**config.mk**
```make
export PLATFORM = sky130hd
export DESIGN_NAME = multicycle_control_unit_flat
export DESIGN_NICKNAME = d
export VERILOG_FILES = /design/src/rtl/multicycle_control_unit_if.sv /design/src/rtl/multicycle_control_unit.sv /design/src/flat_wrapper.sv
export SDC_FILE = /design/constraint.sdc
export NUM_CORES = 1
export LEC_CHECK = 0
export ABC_AREA = 1
export ABC_CLOCK_PERIOD_IN_PS = 4900
export CORE_MARGIN = 2
export CORE_UTILIZATION = 36
export DETAILED_ROUTE_END_ITERATION = 12
export PLACE_DENSITY = 0.66
export SLEW_MARGIN = 30
export SYNTH_ARGS = -nofsm -noshare
export SYNTH_HDL_FRONTEND = slang
export SYNTH_SLANG_ARGS = --single-unit
```
**constraint.sdc**
```tcl
create_clock -name clk -period 4.9 [get_ports clk]
set_clock_uncertainty 0.15 [all_clocks]
set_input_delay 0.735 -clock clk [delete_from_list [all_inputs] [get_ports clk]]
set_output_delay 0.735 -clock clk [all_outputs]
set_load 0.005 [all_outputs]
```
**src/rtl/multicycle_control_unit_if.sv**
```systemverilog
// Handshake and control bundle between the multicycle control unit and its datapath/driver.
interface multicycle_control_unit_if #(
  parameter int ALU_OP_W = 4
);
  logic                instr_valid;
  logic [31:0]         instr;
  logic                instr_ready;
  logic                mem_ready;
  logic                branch_taken;
  logic                reg_write;
  logic [ALU_OP_W-1:0] alu_op;
  logic                alu_src_imm;
  logic                mem_read;
  logic                mem_write;
  logic                pc_write;
  logic                pc_src;
  logic                illegal;
  logic                mem_err;
  logic [2:0]          state;

  modport master (
    output instr_valid, instr, mem_ready, branch_taken,
    input  instr_ready, reg_write, alu_op, alu_src_imm, mem_read, mem_write,
           pc_write, pc_src, illegal, mem_err, state
  );

  modport slave (
    input  instr_valid, instr, mem_ready, branch_taken,
    output instr_ready, reg_write, alu_op, alu_src_imm, mem_read, mem_write,
           pc_write, pc_src, illegal, mem_err, state
  );
endinterface

```
**src/rtl/multicycle_control_unit.sv**
```systemverilog
// Multicycle RISC-V subset control FSM: IDLE -> DECODE -> EXECUTE -> [MEM] -> [WB] -> IDLE.
// Outputs are registered and set on the transition into the cycle they belong to;
// only pc_src in a branch EXECUTE cycle passes branch_taken straight through.
// Pulses that depend on mem_ready (store pc_write, mem_err) land in the first IDLE cycle.
module multicycle_control_unit #(
  parameter int ALU_OP_W    = 4,
  parameter int MEM_TIMEOUT = 16,
  parameter int ENABLE_JAL  = 1
) (
  input  logic clk,
  input  logic rst,
  multicycle_control_unit_if.slave bus
);
  localparam int CNT_W = $clog2(MEM_TIMEOUT + 1);

  localparam logic [6:0] OP_R   = 7'b0110011;
  localparam logic [6:0] OP_I   = 7'b0010011;
  localparam logic [6:0] OP_LD  = 7'b0000011;
  localparam logic [6:0] OP_ST  = 7'b0100011;
  localparam logic [6:0] OP_BR  = 7'b1100011;
  localparam logic [6:0] OP_JAL = 7'b1101111;

  localparam logic [3:0] A_ADD = 4'd0, A_SUB = 4'd1, A_AND = 4'd2, A_OR   = 4'd3, A_XOR = 4'd4;
  localparam logic [3:0] A_SLL = 4'd5, A_SRL = 4'd6, A_SRA = 4'd7, A_SLT  = 4'd8, A_SLTU = 4'd9;

  typedef enum logic [2:0] {
    S_IDLE    = 3'd0,
    S_DECODE  = 3'd1,
    S_EXECUTE = 3'd2,
    S_MEM     = 3'd3,
    S_WB      = 3'd4
  } state_t;

  state_t           st;
  logic [31:0]      ir;
  logic [CNT_W-1:0] wait_cnt;
  logic             instr_ready_q, reg_write_q, alu_src_q, mem_read_q, mem_write_q;
  logic             pc_write_q, pc_src_q, br_q, illegal_q, mem_err_q;
  logic [3:0]       alu_op_q;

  function automatic logic is_legal(input logic [6:0] op);
    case (op)
      OP_R, OP_I, OP_LD, OP_ST, OP_BR: return 1'b1;
      OP_JAL:                          return (ENABLE_JAL != 0);
      default:                         return 1'b0;
    endcase
  endfunction

  // Illegal opcodes fall into the default arm and decode to ADD (0).
  function automatic logic [3:0] alu_dec(input logic [31:0] i);
    logic [3:0] base;
    base = A_ADD;
    case (i[14:12])
      3'b000: base = (i[6:0] == OP_R && i[30]) ? A_SUB : A_ADD;
      3'b001: base = A_SLL;
      3'b010: base = A_SLT;
      3'b011: base = A_SLTU;
      3'b100: base = A_XOR;
      3'b101: base = i[30] ? A_SRA : A_SRL;
      3'b110: base = A_OR;
      default: base = A_AND;
    endcase
    case (i[6:0])
      OP_R, OP_I: return base;
      OP_BR:      return A_SUB;
      default:    return A_ADD;
    endcase
  endfunction

  function automatic logic src_dec(input logic [6:0] op);
    return is_legal(op) && (op != OP_R) && (op != OP_BR);
  endfunction

  // State, captured instruction, wait counter and all registered outputs.
  always_ff @(posedge clk) begin
    if (rst) begin
      st            <= S_IDLE;
      ir            <= '0;
      wait_cnt      <= '0;
      instr_ready_q <= 1'b1;
      reg_write_q   <= 1'b0;
      alu_op_q      <= '0;
      alu_src_q     <= 1'b0;
      mem_read_q    <= 1'b0;
      mem_write_q   <= 1'b0;
      pc_write_q    <= 1'b0;
      pc_src_q      <= 1'b0;
      br_q          <= 1'b0;
      illegal_q     <= 1'b0;
      mem_err_q     <= 1'b0;
    end else begin
      illegal_q   <= 1'b0;
      mem_err_q   <= 1'b0;
      pc_write_q  <= 1'b0;
      reg_write_q <= 1'b0;
      pc_src_q    <= 1'b0;
      br_q        <= 1'b0;
      case (st)
        S_IDLE: begin
          if (bus.instr_valid && instr_ready_q) begin
            ir            <= bus.instr;
            st            <= S_DECODE;
            instr_ready_q <= 1'b0;
            alu_op_q      <= alu_dec(bus.instr);
            alu_src_q     <= src_dec(bus.instr[6:0]);
            illegal_q     <= !is_legal(bus.instr[6:0]);
          end
        end
        S_DECODE: begin
          if (!is_legal(ir[6:0])) begin
            st            <= S_IDLE;
            instr_ready_q <= 1'b1;
            alu_op_q      <= '0;
            alu_src_q     <= 1'b0;
          end else begin
            st <= S_EXECUTE;
            if (ir[6:0] == OP_BR) begin
              pc_write_q <= 1'b1;
              br_q       <= 1'b1;
            end
          end
        end
        S_EXECUTE: begin
          case (ir[6:0])
            OP_BR: begin
              st            <= S_IDLE;
              instr_ready_q <= 1'b1;
              alu_op_q      <= '0;
              alu_src_q     <= 1'b0;
            end
            OP_LD, OP_ST: begin
              st          <= S_MEM;
              wait_cnt    <= '0;
              mem_read_q  <= (ir[6:0] == OP_LD);
              mem_write_q <= (ir[6:0] == OP_ST);
            end
            default: begin
              st          <= S_WB;
              reg_write_q <= 1'b1;
              pc_write_q  <= 1'b1;
              pc_src_q    <= (ir[6:0] == OP_JAL);
            end
          endcase
        end
        S_MEM: begin
          if (bus.mem_ready) begin
            mem_read_q  <= 1'b0;
            mem_write_q <= 1'b0;
            pc_write_q  <= 1'b1;
            if (ir[6:0] == OP_LD) begin
              st          <= S_WB;
              reg_write_q <= 1'b1;
            end else begin
              st            <= S_IDLE;
              instr_ready_q <= 1'b1;
              alu_op_q      <= '0;
              alu_src_q     <= 1'b0;
            end
          end else if (wait_cnt == CNT_W'(MEM_TIMEOUT - 1)) begin
            mem_read_q    <= 1'b0;
            mem_write_q   <= 1'b0;
            mem_err_q     <= 1'b1;
            st            <= S_IDLE;
            instr_ready_q <= 1'b1;
            alu_op_q      <= '0;
            alu_src_q     <= 1'b0;
          end else begin
            wait_cnt <= wait_cnt + CNT_W'(1);
          end
        end
        default: begin
          // WB completes here; unused encodings also land back in IDLE.
          st            <= S_IDLE;
          instr_ready_q <= 1'b1;
          alu_op_q      <= '0;
          alu_src_q     <= 1'b0;
          mem_read_q    <= 1'b0;
          mem_write_q   <= 1'b0;
        end
      endcase
    end
  end

  logic unused_ir;
  assign unused_ir = ^{ir[31], ir[29:15], ir[11:7]};

  assign bus.instr_ready = instr_ready_q;
  assign bus.reg_write   = reg_write_q;
  assign bus.alu_op      = ALU_OP_W'(alu_op_q);
  assign bus.alu_src_imm = alu_src_q;
  assign bus.mem_read    = mem_read_q;
  assign bus.mem_write   = mem_write_q;
  assign bus.pc_write    = pc_write_q;
  assign bus.pc_src      = br_q ? bus.branch_taken : pc_src_q;
  assign bus.illegal     = illegal_q;
  assign bus.mem_err     = mem_err_q;
  assign bus.state       = st;
endmodule

```
**src/flat_wrapper.sv**
```systemverilog
// flat-port wrapper written by rule: the top's interface ports become plain ports
module multicycle_control_unit_flat 
#(
  parameter int ALU_OP_W    = 4,
  parameter int MEM_TIMEOUT = 16,
  parameter int ENABLE_JAL  = 1
)
  (clk, rst, bus_instr_valid, bus_instr, bus_mem_ready, bus_branch_taken, bus_instr_ready, bus_reg_write, bus_alu_op, bus_alu_src_imm, bus_mem_read, bus_mem_write, bus_pc_write, bus_pc_src, bus_illegal, bus_mem_err, bus_state);
  multicycle_control_unit_if #(.ALU_OP_W(ALU_OP_W)) bus_i ();
  input  logic clk;
  input  logic rst;
  input wire logic [$bits(bus_i.instr_valid)-1:0] bus_instr_valid;
  input wire logic [$bits(bus_i.instr)-1:0] bus_instr;
  input wire logic [$bits(bus_i.mem_ready)-1:0] bus_mem_ready;
  input wire logic [$bits(bus_i.branch_taken)-1:0] bus_branch_taken;
  output wire logic [$bits(bus_i.instr_ready)-1:0] bus_instr_ready;
  output wire logic [$bits(bus_i.reg_write)-1:0] bus_reg_write;
  output wire logic [$bits(bus_i.alu_op)-1:0] bus_alu_op;
  output wire logic [$bits(bus_i.alu_src_imm)-1:0] bus_alu_src_imm;
  output wire logic [$bits(bus_i.mem_read)-1:0] bus_mem_read;
  output wire logic [$bits(bus_i.mem_write)-1:0] bus_mem_write;
  output wire logic [$bits(bus_i.pc_write)-1:0] bus_pc_write;
  output wire logic [$bits(bus_i.pc_src)-1:0] bus_pc_src;
  output wire logic [$bits(bus_i.illegal)-1:0] bus_illegal;
  output wire logic [$bits(bus_i.mem_err)-1:0] bus_mem_err;
  output wire logic [$bits(bus_i.state)-1:0] bus_state;
  assign bus_i.instr_valid = bus_instr_valid;
  assign bus_i.instr = bus_instr;
  assign bus_i.mem_ready = bus_mem_ready;
  assign bus_i.branch_taken = bus_branch_taken;
  assign bus_instr_ready = bus_i.instr_ready;
  assign bus_reg_write = bus_i.reg_write;
  assign bus_alu_op = bus_i.alu_op;
  assign bus_alu_src_imm = bus_i.alu_src_imm;
  assign bus_mem_read = bus_i.mem_read;
  assign bus_mem_write = bus_i.mem_write;
  assign bus_pc_write = bus_i.pc_write;
  assign bus_pc_src = bus_i.pc_src;
  assign bus_illegal = bus_i.illegal;
  assign bus_mem_err = bus_i.mem_err;
  assign bus_state = bus_i.state;
  multicycle_control_unit #(.ALU_OP_W(ALU_OP_W), .MEM_TIMEOUT(MEM_TIMEOUT), .ENABLE_JAL(ENABLE_JAL)) u_core (.clk(clk), .rst(rst), .bus(bus_i));
endmodule
```
; ---- Word-level counts from Yosys, hierarchy flattened
; Index checks and enable logic that the tools add are counted.
[classes]
addsub = 1
eq_ne = 32
n_mux = 58
n_bitwise = 6
n_reduce_logical = 23
[op_table]
columns = operator, n
row1 = 1-bit two-way mux, 32
row2 = "7-bit by 6-bit == test with 1-bit output, second input constant", 4
row3 = "7-bit == test, second input constant", 4
row4 = 4-bit case mux with 7 select lines, 1
row5 = 4-bit two-way mux, 6
row6 = 4-bit case mux with 4 select lines, 1
row7 = 5-bit two-way mux, 3
row8 = "7-bit by 2-bit == test with 1-bit output, second input constant", 2
row9 = "7-bit by 5-bit == test with 1-bit output, second input constant", 2
row10 = "3-bit by 2-bit == test with 1-bit output, second input constant", 4
row11 = 3-bit two-way mux, 4
row12 = 3-bit case mux with 4 select lines, 1
row13 = 6-bit OR reduction, 2
row14 = 5-bit case mux with 2 select lines, 1
row15 = "3-bit == test, second input constant", 3
row16 = 1-bit case mux with 3 select lines, 3
row17 = 3-bit OR reduction, 3
row18 = 1-bit case mux with 4 select lines, 2
row19 = 4-bit case mux with 2 select lines, 1
row20 = 2-bit OR reduction, 4
row21 = "7-bit by 6-bit != test with 1-bit output, second input constant", 1
row22 = "7-bit != test, second input constant", 1
row23 = "3-bit by 1-bit == test with 1-bit output, second input constant", 2
row24 = 3-bit zero test, 2
row25 = 18 further kinds, 31
[totals]
register_bits = 29
inputBits = 37
out_inout_bits = 16
elab_cells = 134

; ---- Depth between registers and ports, before layout
[logic_depth]
ltp_word = 10
depth_mapped = 12
mapped_depth_nobuf = 12

; ---- Worst setup path before layout
; No wires, ideal clock.
[synth_path]
path_kind = input to output
startpoint = in bus_branch_taken
endpoint = out bus_pc_src
arrival_time_ps = 990
required_time_ps = 4015
slack_ps = 3025
stages = 1
path_buffers = 0
path_cell_list = mux2_2
[synth_between]
elab_chain_cells = 1
[synth_rtl]
columns = element, line
row1 = "start, declared", flat_wrapper.sv:15  ; input wire logic [$bits(bus_i.branch_taken)-1:0] bus_branch_taken;
row2 = 1-bit two-way mux, multicycle_control_unit.sv:194  ; assign bus.pc_src = br_q ? bus.branch_taken : pc_src_q;
row3 = "end, declared", flat_wrapper.sv:23  ; output wire logic [$bits(bus_i.pc_src)-1:0] bus_pc_src;
; Every way passes these cells.

; ---- Final worst setup path
; Same ends and word-level chain as after synthesis.

==> flow_summary.yaml <==
run_status:
  status: "complete, no violations"
floorplan:
  floorplan.die.height_um: 67.9
  starting_density_of_the_core: 0.370
  die_area_um2: 4610
  die-width_um: 67.9
  core_um2: 3970
  io-pin-count: 53
  floorplan.rows: 23
timing:
  tightest_slew_ps: 599
  finalWorstPathRequiredPeriod_ps: 2700
  rsz0062_at_grt: "no"
  final.period_utilization: 0.552
  final_report_setup_violation_count: 0
  timing.slew.headroom: 0.599
  fin_ws_ps: 2200
  clock.fmax_mhz: 370
  timing_hold_violations_final: 0
  fin_setup_tns_ps: 0
  final-max-slew-violation-count: 0
clock_network:
  numCtsBuffers: 5
  clk_latency_ps: 280
  post_cts_hold_buffer_count: 0
  htree_num_levels: 2
  clock_sink_count: 29
  ctsRootBufferMaster: "sky130_fd_sc_hd__clkbuf_8"
  ctsResizeCount: 0
  clk_pin_slew_ps: 60
  tritoncts: "yes"
  ctsLongestPathBuffers: 2
  post_cts_setup_driven_buffer_insertion_count: 0
critical_path:
  worst-r2r-cell-count: 11
  worst_endpoint_required_time_ps: 4010
  worstReg2RegStart: "u_core.wait_cnt[0]$_SDFFE_PP0P_"
  worst_r2r_endpoint: "u_core.bus.alu_src_imm$_SDFFE_PP0P_"
  crit_path_max_fanout: 1
  startpoint_type: "input pin"
  timing.critical_path.to_type: "output port"
  cp_data_arrival_time_ps: 1820
  reg2reg_slack_ps: 2840
  critical_path_class: "in -> out"
run:
  max_cap_violations: 0
yosys:
  synthesis.area_um2: 1470
  synthFlopType: "sky130_fd_sc_hd__dfxtp_1"
  synth_seq_area_share: 0.395
  yosysTopAreaCell: "sky130_fd_sc_hd__dfxtp_1"
  synth.lib_cells_used.distinct: 26
  yosys-top-cells-area: "sky130_fd_sc_hd__dfxtp_1, sky130_fd_sc_hd__nand2_1, sky130_fd_sc_hd__nor2_1"
  synth-async-reset-ratio: 0
  syn_nets: 244
  synth.avg_cell_area_um2: 7.17
  yosys_synthesis_warning_count: 0
  synth_top_area_frac: 0.395
  yosys_register_bits: 29
  synthCells: 205
  number_of_synthesized_flops_with_an_enable_pin: 0
drt:
  first_pass_iters: 4
  route.detailed.wl_per_inst_um: 11.2
  drc_errors_left: 0
  detail-route-antenna-nets: 0
  vias_per_cell: 4.77
  dr.first_iter.drc_count: 71
  dr_total_vias: 1388
  detail_route.wirelength_um: 3260
final_layout:
  final_cell_mix: "sky130_fd_sc_hd__nand2_1, sky130_fd_sc_hd__clkdlybuf4s50_1, sky130_fd_sc_hd__dfxtp_1, sky130_fd_sc_hd__nor2_1, sky130_fd_sc_hd__inv_1"
  layout_commonest_cell: "sky130_fd_sc_hd__nand2_1"
  finalNonFillerCells: 291
  finish.utilization: 0.481
  fillerInstances: 420
  antenna_cells_inserted: 0
  syn2layout_area_growth_pct: 30.0
  final_layout_size_suffix_gt1_frac: 0.137
  layout.nets: 279
placement:
  detailedPlace.worstSlack_ps: 2190
  place_inst: 283
  gp_congestion: 0.781
  numPortBuffers: 31
  post-dp-hpwl_um: 2380
power:
  p_leak_nw: 0.784
  total_power_mw: 0.531
  power.density_cell_area_nw_per_um2: 278
  max-vdd-ir-drop_uv: 180
global_route:
  met2_usage: 0.266
  grt_antenna_before_repair: 0
  groute.usage.overall: 0.167
  grt-busiest-layer: "met2"
  gr_met3_demand_resource: 0.0641
  grt_use_met1: 0.204
  grt_start_max_net_pins: 16
  grt.overflow.total: 0
  grt_pass1_vias: 1312
  grt_first_pass_wirelength_um: 5690
min_path:
  timing.hold.worst_endpoint: "u_core.bus.alu_op[2]$_SDFFE_PP0P_"
  timing.hold.worst.start: "u_core.bus.alu_op[2]$_SDFFE_PP0P_"
  hold_path.class: "reg -> reg"
  hold_depth: 2
-- state kept, by name (all words and copies together), names as in the netlist --
register and flops:
u_core.bus.reg_write 1, u_core.pc_src_q 1, u_core.bus.pc_write 1, u_core.bus.alu_src_imm 1, u_core.br_q 1, u_core.bus.instr_ready 1, u_core.bus.mem_write 1, u_core.bus.mem_read 1
u_core.bus.alu_op 4, u_core.bus.illegal 1, u_core.bus.state 3, u_core.wait_cnt 5, u_core.ir 7, u_core.bus.mem_err 1
-- per-stage QoR --
stage	area (µm²)	hold slack (ps)
global placement	1820	305
detailed placement	1820	305
global route	1910	335
CTS	1910	323
floorplan	1470	304
finish	1910	316
-- worst max-delay path, cell delays in order --
cell and delay [ps]:
sky130_fd_sc_hd__clkdlybuf4s50_1 390, sky130_fd_sc_hd__mux2_2 250, sky130_fd_sc_hd__clkdlybuf4s50_1 440
-- worst max-delay path by stage --
| stage | depth (start not counted) | end | startpoint | slack, ps |
|---|---|---|---|---|
| floorplan | 1 | bus_pc_src | bus_branch_taken | 3030 |
| global placement | 3 | bus_pc_src | bus_branch_taken | 2200 |
| detailed placement | 3 | bus_pc_src | bus_branch_taken | 2190 |
| CTS | 3 | bus_pc_src | bus_branch_taken | 2200 |
| global route | 3 | bus_pc_src | bus_branch_taken | 2150 |
| finish | 3 | bus_pc_src | bus_branch_taken | 2200 |
-- layer usage --
layer  part of all wire  up-vias
li1                   -      738
met1               0.49      610
met2               0.44       36
met3              0.056        4
met4              0.015        0
met5                  0        -
-- cells in the mapped netlist, types with 3 or more instances --
library cell,instances
sky130_fd_sc_hd__nand2_2,3
sky130_fd_sc_hd__inv_2,4
sky130_fd_sc_hd__nand2_4,3
sky130_fd_sc_hd__dfxtp_1,29
sky130_fd_sc_hd__nand2_1,37
sky130_fd_sc_hd__a21oi_1,14
sky130_fd_sc_hd__nand3_1,14
sky130_fd_sc_hd__nor3_1,9
sky130_fd_sc_hd__inv_1,24
sky130_fd_sc_hd__nor2_2,3
sky130_fd_sc_hd__nor2_4,3
sky130_fd_sc_hd__nand4_1,3
sky130_fd_sc_hd__nand3_2,3
sky130_fd_sc_hd__o21ai_0,11
sky130_fd_sc_hd__nor2_1,28
-- logic make-up (layout without fill, tap and decap cells) --
group | count (synthesis) | in the layout | synth area share
mux | 1 | 1 | 0.00767
fa+ha+maj | 2 | 2 | 0.0170
buf+inv | 31 | 67 | 0.0843
flops | 29 | 29 | 0.395
compound gates | 33 | 33 | 0.129
simple gates | 109 | 109 | 0.367
-- layout make-up --
class                      count  area [µm²]  area share
sequential                    29         581       0.304
multi-input combinational    145         764       0.400
tap                           50        62.6      0.0328
clock inverter                 3        17.5     0.00917
clock buffer                   5        68.8      0.0360
timing repair buffer          31         310       0.163
inverter                      28         105      0.0550
-- report_power, final --
group	leakage (nW)	switching (mW)	internal [mW]
clock network	0.0439	0.0939	0.0977
logic	0.504	0.0484	0.0351
registers	0.236	0.00853	0.247
total	0.784	0.151	0.380
No activity file was read; power rests on OpenSTA's default activity.
